### src/rtl/mdu_ctrl.sv
// Multiply/divide sequencer for the EX stage: MUL_LAT-cycle multiply, 32-step restoring divide, flush abort.
// Optional macro MDU_DIV_EARLY_OUT_EN: divides with |a| < |b| or b == 0 skip iteration.
module mdu_ctrl #(
  parameter int MUL_LAT   = 2,
  parameter int DIV_ITERS = 32
) (
  input  logic        clk,
  input  logic        rst,
  input  logic        start_i,
  input  logic [2:0]  op_i,
  input  logic [31:0] src_a_i,
  input  logic [31:0] src_b_i,
  input  logic        flush_i,
  output logic        stall_o,
  output logic        busy_o,
  output logic        done_o,
  output logic        hilo_wen_o,
  output logic        gpr_wen_o,
  output logic [31:0] hi_o,
  output logic [31:0] lo_o
);

  localparam logic [2:0] OP_MULT  = 3'd0;
  localparam logic [2:0] OP_MULTU = 3'd1;
  localparam logic [2:0] OP_DIV   = 3'd2;
  localparam logic [2:0] OP_DIVU  = 3'd3;
  localparam logic [2:0] OP_MUL   = 3'd4;
  localparam logic [5:0] MUL_LAST = 6'(MUL_LAT > 1 ? MUL_LAT - 2 : 0);
  localparam logic [5:0] DIV_LAST = 6'(DIV_ITERS - 1);

  typedef enum logic [1:0] {S_IDLE, S_MUL, S_DIV, S_DONE} state_t;

  state_t state, state_nxt;
  logic [5:0]  cnt;
  logic [2:0]  op_q;
  logic [31:0] a_q, b_q, quo_q, rem_q, dvs_q, hi_q, lo_q;
  logic        neg_q, neg_r, bzero_q;

  logic        op_valid, op_is_mul, accept, early;
  logic        a_neg, b_neg;
  logic [31:0] mag_a, mag_b, res_hi, res_lo;
  logic [32:0] shifted, diff;
  logic        mul_signed;
  logic signed [63:0] prod;

  assign op_valid  = (op_i <= OP_MUL);
  assign op_is_mul = (op_i == OP_MULT) | (op_i == OP_MULTU) | (op_i == OP_MUL);
  assign accept    = (state == S_IDLE) & start_i & op_valid & ~flush_i;

  assign a_neg = (op_i == OP_DIV) & src_a_i[31];
  assign b_neg = (op_i == OP_DIV) & src_b_i[31];
  assign mag_a = a_neg ? (~src_a_i + 32'd1) : src_a_i;
  assign mag_b = b_neg ? (~src_b_i + 32'd1) : src_b_i;

`ifdef MDU_DIV_EARLY_OUT_EN
  logic early_q;
  always_ff @(posedge clk) begin
    if (rst) early_q <= 1'b0;
    else if (accept) early_q <= (mag_a < mag_b) | (src_b_i == 32'd0);
  end
  assign early = early_q;
`else
  assign early = 1'b0;
`endif

  always_comb begin
    state_nxt = state;
    case (state)
      S_IDLE: if (accept) state_nxt = op_is_mul ? ((MUL_LAT == 1) ? S_DONE : S_MUL) : S_DIV;
      S_MUL:  if (cnt == MUL_LAST) state_nxt = S_DONE;
      S_DIV:  if (early || cnt == DIV_LAST) state_nxt = S_DONE;
      S_DONE: state_nxt = S_IDLE;
      default: state_nxt = S_IDLE;
    endcase
    // Flush outranks every transition; in IDLE it has already blocked accept.
    if (flush_i) state_nxt = S_IDLE;
  end

  // One restoring step: shift in the next dividend bit, subtract if it fits.
  assign shifted = {rem_q, quo_q[31]};
  assign diff    = shifted - {1'b0, dvs_q};

  always_ff @(posedge clk) begin
    if (rst) begin
      state   <= S_IDLE;
      cnt     <= 6'd0;
      op_q    <= 3'd0;
      a_q     <= 32'd0;
      b_q     <= 32'd0;
      quo_q   <= 32'd0;
      rem_q   <= 32'd0;
      dvs_q   <= 32'd0;
      neg_q   <= 1'b0;
      neg_r   <= 1'b0;
      bzero_q <= 1'b0;
      hi_q    <= 32'd0;
      lo_q    <= 32'd0;
    end else begin
      state <= state_nxt;
      cnt   <= (state == S_IDLE) ? 6'd0 : cnt + 6'd1;
      if (accept) begin
        op_q    <= op_i;
        a_q     <= src_a_i;
        b_q     <= src_b_i;
        quo_q   <= mag_a;
        rem_q   <= 32'd0;
        dvs_q   <= mag_b;
        neg_q   <= a_neg ^ b_neg;
        neg_r   <= a_neg;
        bzero_q <= (src_b_i == 32'd0);
      end else if (state == S_DIV) begin
        if (early) begin
          rem_q <= quo_q;
          quo_q <= 32'd0;
        end else begin
          if (!diff[32]) rem_q <= diff[31:0];
          else rem_q <= shifted[31:0];
          quo_q <= {quo_q[30:0], ~diff[32]};
        end
      end
      if (done_o) begin
        hi_q <= hi_o;
        lo_q <= lo_o;
      end
    end
  end

  assign mul_signed = (op_q == OP_MULT) | (op_q == OP_MUL);
  assign prod = $signed({mul_signed & a_q[31], a_q}) * $signed({mul_signed & b_q[31], b_q});

  always_comb begin
    res_hi = hi_q;
    res_lo = lo_q;
    case (op_q)
      OP_MULT, OP_MULTU: begin
        res_hi = prod[63:32];
        res_lo = prod[31:0];
      end
      OP_MUL: res_lo = prod[31:0];
      default: begin
        if (bzero_q) begin
          res_hi = a_q;
          res_lo = 32'hFFFF_FFFF;
        end else begin
          res_hi = neg_r ? (~rem_q + 32'd1) : rem_q;
          res_lo = neg_q ? (~quo_q + 32'd1) : quo_q;
        end
      end
    endcase
  end

  assign busy_o     = (state != S_IDLE);
  assign done_o     = (state == S_DONE) & ~flush_i;
  assign hilo_wen_o = done_o & (op_q != OP_MUL);
  assign gpr_wen_o  = done_o & (op_q == OP_MUL);
  assign stall_o    = (start_i & op_valid & (state == S_IDLE)) | (busy_o & (state != S_DONE));
  assign hi_o       = done_o ? res_hi : hi_q;
  assign lo_o       = done_o ? res_lo : lo_q;

endmodule

### config.mk
export PLATFORM = sky130hd
export DESIGN_NAME = mdu_ctrl
export DESIGN_NICKNAME = d
export VERILOG_FILES = /design/src/rtl/mdu_ctrl.sv
export SDC_FILE = /design/constraint.sdc
export NUM_CORES = 2
export LEC_CHECK = 0
export BUFFER_PORTS_ARGS = -buffer_cell sky130_fd_sc_hd__buf_2
export CAP_MARGIN = 10
export CELL_PAD_IN_SITES_DETAIL_PLACEMENT = 1
export CELL_PAD_IN_SITES_GLOBAL_PLACEMENT = 2
export CORE_UTILIZATION = 30
export DETAILED_ROUTE_END_ITERATION = 10
export GPL_ROUTABILITY_DRIVEN = 1
export GPL_TIMING_DRIVEN = 0
export PLACE_DENSITY = 0.66
export SETUP_SLACK_MARGIN = 0.02
export SLEW_MARGIN = 20
export SYNTH_ARGS = -nofsm -noshare
export SYNTH_HDL_FRONTEND = slang
export SYNTH_SLANG_ARGS = --single-unit
### constraint.sdc
create_clock -name clk -period 8.9 [get_ports clk]
set_input_delay 1.78 -clock clk [delete_from_list [all_inputs] [get_ports clk]]
set_output_delay 1.78 -clock clk [all_outputs]
set_load 0.005 [all_outputs]
==> results.md <==
* Outcome: complete, but fails checks
* Failing checks: setup timing
* Final Setup Violations at 45
* Int Pwr at between 0.002 and 0.0025 W
* Switching power share of the total at a little over two fifths
* Hold slack at just under 0.5 ns
* I/O pin count at 140
* Clock Tree Buf Depth at 3
* Slew Limit Fails at 0
* Hold WC Path Type: flip-flop to flip-flop
* RSZ-0062 raised after global routing: yes
* Worst path top cell family by delay: adder cells
* Sw power at between 0.0015 and 0.002 W
* Iteration-0 DRC Markers at between 3,000 and 4,000
* DR WL met2 at ~110,000 um
* Vias per cell at a little over 5
* Cell area after synthesis at 52,000 um2
* Reg power frac at 29.0%
* Commonest non-fill, non-tap cell in the layout: inv_1
* Share of the synthesized area in the top cell type at 43.3%
* Max layer used: met5
* # clock sinks at 237
* Core box area at 172,000 um2
* Clock-pin slew on the worst setup and hold paths at 0.07 ns
* Worst-margin pin slew at 1.23 ns
* Worst path max stage delay at roughly 0.7 ns
* Hold_sp: lo_q[16]$_SDFFE_PP0P_
* Remaining antenna violation count after routing at 0
* CP most frequent cell: fa_2
* Buffers on Ports at 139
* CP Launch Type: flip-flop
* Max VDD drop at 0.131 mV
* Clock Latency Late Sink at 0.60 ns
* Routed wire length at 241,000 um
* Post-Layout Cell Count at 8,717
* Synth warn at 0
* Die Y at 418 um
* Die width at 418 um
* Max_cap viols at 0
* Worst path required time at 7.12 ns
* Setup CP Type: flip-flop to output pin
* Setup slack after layout at -1.65 ns
* Sum Neg Setup Slack at -52.40 ns
* Starting density of the core at 30.3%
* #FFs+latches synth at 237
* Final period utilization at 119%
* Synth-to-Final Area Change at 18.8%
* Top post-synthesis cells by area: fa_1, dfxtp_1, inv_1
* CTS root buffer: clkbuf_16
* Synth Net Count at 7,522
* Post-synth EDFFs at 0
* CTS buffer count at 25
* Post-Place Cells at around 8,500
* Final hold violations at 0
* Slowest-stage cell, CP: fa_2
* Hold_buf cts at 0
* H-Tree Level Count at 1
* Netlist cell types at 73
* Ys flop type: dfxtp_1
* Comb pwr share at 43.4%
* Fin crit period at 10.55 ns
* Crit path DAT at ~8.8 ns
* DP Wirelength at 197,000 um
* Max Freq at 0.0948 GHz
* GP Congestion at 0.962
* Largest area contributor in the netlist: fa_1
* Post-synth ARST share at 0%
* First-pass GRT wire length at 346,000 um
* Met1 WL at 105,000 um
* Register area share after synthesis at under 10%
* Buf/Inv on CP at 9
* Crit end category: output pin
* Drt drc at 0
* Total vias in the final route at ~44,000
* Clk_skew at 0.0203 ns
* Initial antenna violation count at 23
* Drt pass-1 iters at 5
* Slew HR at between 10% and 20%
* GRT Residual Overflow at 0
* Site Rows at 152
* Leakage at 26.4 nW
* CTS tree: done
* FILL cells at 20,300
* Clock Power Share at 27.6%
* Largest net degree at the start of global routing at 25
* Nets@finish at 7,836
* Cells after Synth at 6,071
* Post-Syn Area per Cell at 8.57 um2
* DIE AREA at 175,000 um2
* Routed WL per cell at 27.7 um
* GRT Util Overall at between 20 and 30%
* Crit Path Max Fanout at 5
* WL met3 at 15,500 um
* Vias in the first global route at 47,900
* Worst r2r src: op_q[0]$_SDFFE_PP0P_
* Power Density at 66.8 nW/um2
* Critical path startpoint: op_q[0]$_SDFFE_PP0P_
* Proportion of layout cells with a drive suffix above 1 at approximately 15%
* Most frequent cells in the layout: inv_1, fa_1, nand2_1
power by group through the flow:
stage,Clock (W),Combinational (W),Sequential (W)
5_1_grt,0.00119,0.00191,0.00120
2_1_floorplan,0,0.000938,0.00115
6_report,0.00114,0.00179,0.00120
3_3_place_gp,0,0.00158,0.00117
3_5_place_dp,0,0.00159,0.00118
4_1_cts,0.00115,0.00171,0.00119
path summary, 6_finish.rpt:
check                                to  slack, ns  cells past startpoint
setup reg to reg  hi_q[28]$_SDFFE_PP0P_       0.14                     40
setup / recovery               hi_o[31]      -1.65                     29
hold reg to reg   lo_q[16]$_SDFFE_PP0P_       0.49                      2
hold / removal    lo_q[16]$_SDFFE_PP0P_       0.49                      2
cells by family (layout without fill, tap and decap cells):
group | Yosys count | after routing | share of synthesized area (%)
other | 0 | 3 | 0
adders and majority gates | 1380 | 1380 | 49.5
muxes | 56 | 56 | 1.08
AOI/OAI and AO/OA | 731 | 731 | 8.91
xor gates and xnor gates | 212 | 212 | 3.57
and+or+nand+nor | 1861 | 1861 | 16.3
DFF | 237 | 237 | 9.12
buffers and inverters | 1594 | 1927 | 11.5
flip-flops by register name, summed over array words and instances (netlist names):
register,count
neg_q,1
op_q,3
a_q,32
bzero_q,1
b_q,32
state,2
cnt,6
rem_q,32
neg_r,1
hi_q,32
lo_q,32
quo_q,32
dvs_q,31
what timing repair did:
item                                    in CTS  in global routing
endpoints found under the setup margin      94                 51
pin swaps                                  172                164
gates resized for setup                    843                190
buffers inserted                           141                 62
tightest hold or removal path: stages (launching register included):
cell and delay, ns:
dfxtp_1 0.30, nand2_1 0.08, a21oi_1 0.06
cell type report:
class	instances	area [um2]	area share, %
multi-input cells	4240	43200	69.9
flip-flops and latches	237	4910	7.95
inverters	1207	4550	7.37
well taps	2310	2890	4.68
plain buffers	331	2860	4.63
repair buffers	343	2550	4.13
clock buffers	30	664	1.08
clock inverters	16	155	0.251
diodes	3	7.51	0.0121
cells in the mapped netlist, types with 10 or more instances:
library cell  number
or2_2             11
o211ai_1          10
a211oi_1          67
xor2_1           101
o21bai_1          17
nor2_1           200
clkbuf_1         376
mux2i_1           56
nand2b_1          23
nand3_1           41
and3_1            29
or3_1             16
dfxtp_1          237
o22ai_1           19
nand4_1           22
xnor2_1          111
o21a_1            16
ha_1             254
inv_1           1204
nor2b_1           57
o41ai_1           18
a21o_1            42
a31oi_1           23
o21ai_0          163
o31ai_1           32
nor4_1            20
fa_1            1126
nor3_1            43
a21oi_1          225
and2_1           312
or4_1             16
nand2_1         1049
per-layer routing:
layer / up-vias / global-route usage [%]
li1: 19100 / -
met1: 23700 / 38.2
met2: 1369 / 44.1
met3: 346 / 3.80
met4: 8 / 10.0
met5: - / 0
metrics by stage:
step / worst slack [ns] / utilization, % / total power, W / instance area, um2
2_1_floorplan: -0.123 / - / 0.00209 / 52200
3_3_place_gp: -3.75 / 32.5 / 0.00275 / 55800
3_5_place_dp: -3.12 / 32.5 / 0.00276 / 55800
4_1_cts: -1.81 / 35.3 / 0.00405 / 60600
5_1_grt: -1.81 / 35.9 / 0.00430 / 61800
6_report: -1.65 / 35.9 / 0.00413 / 61800
No activity file was read; power rests on OpenSTA's default activity.
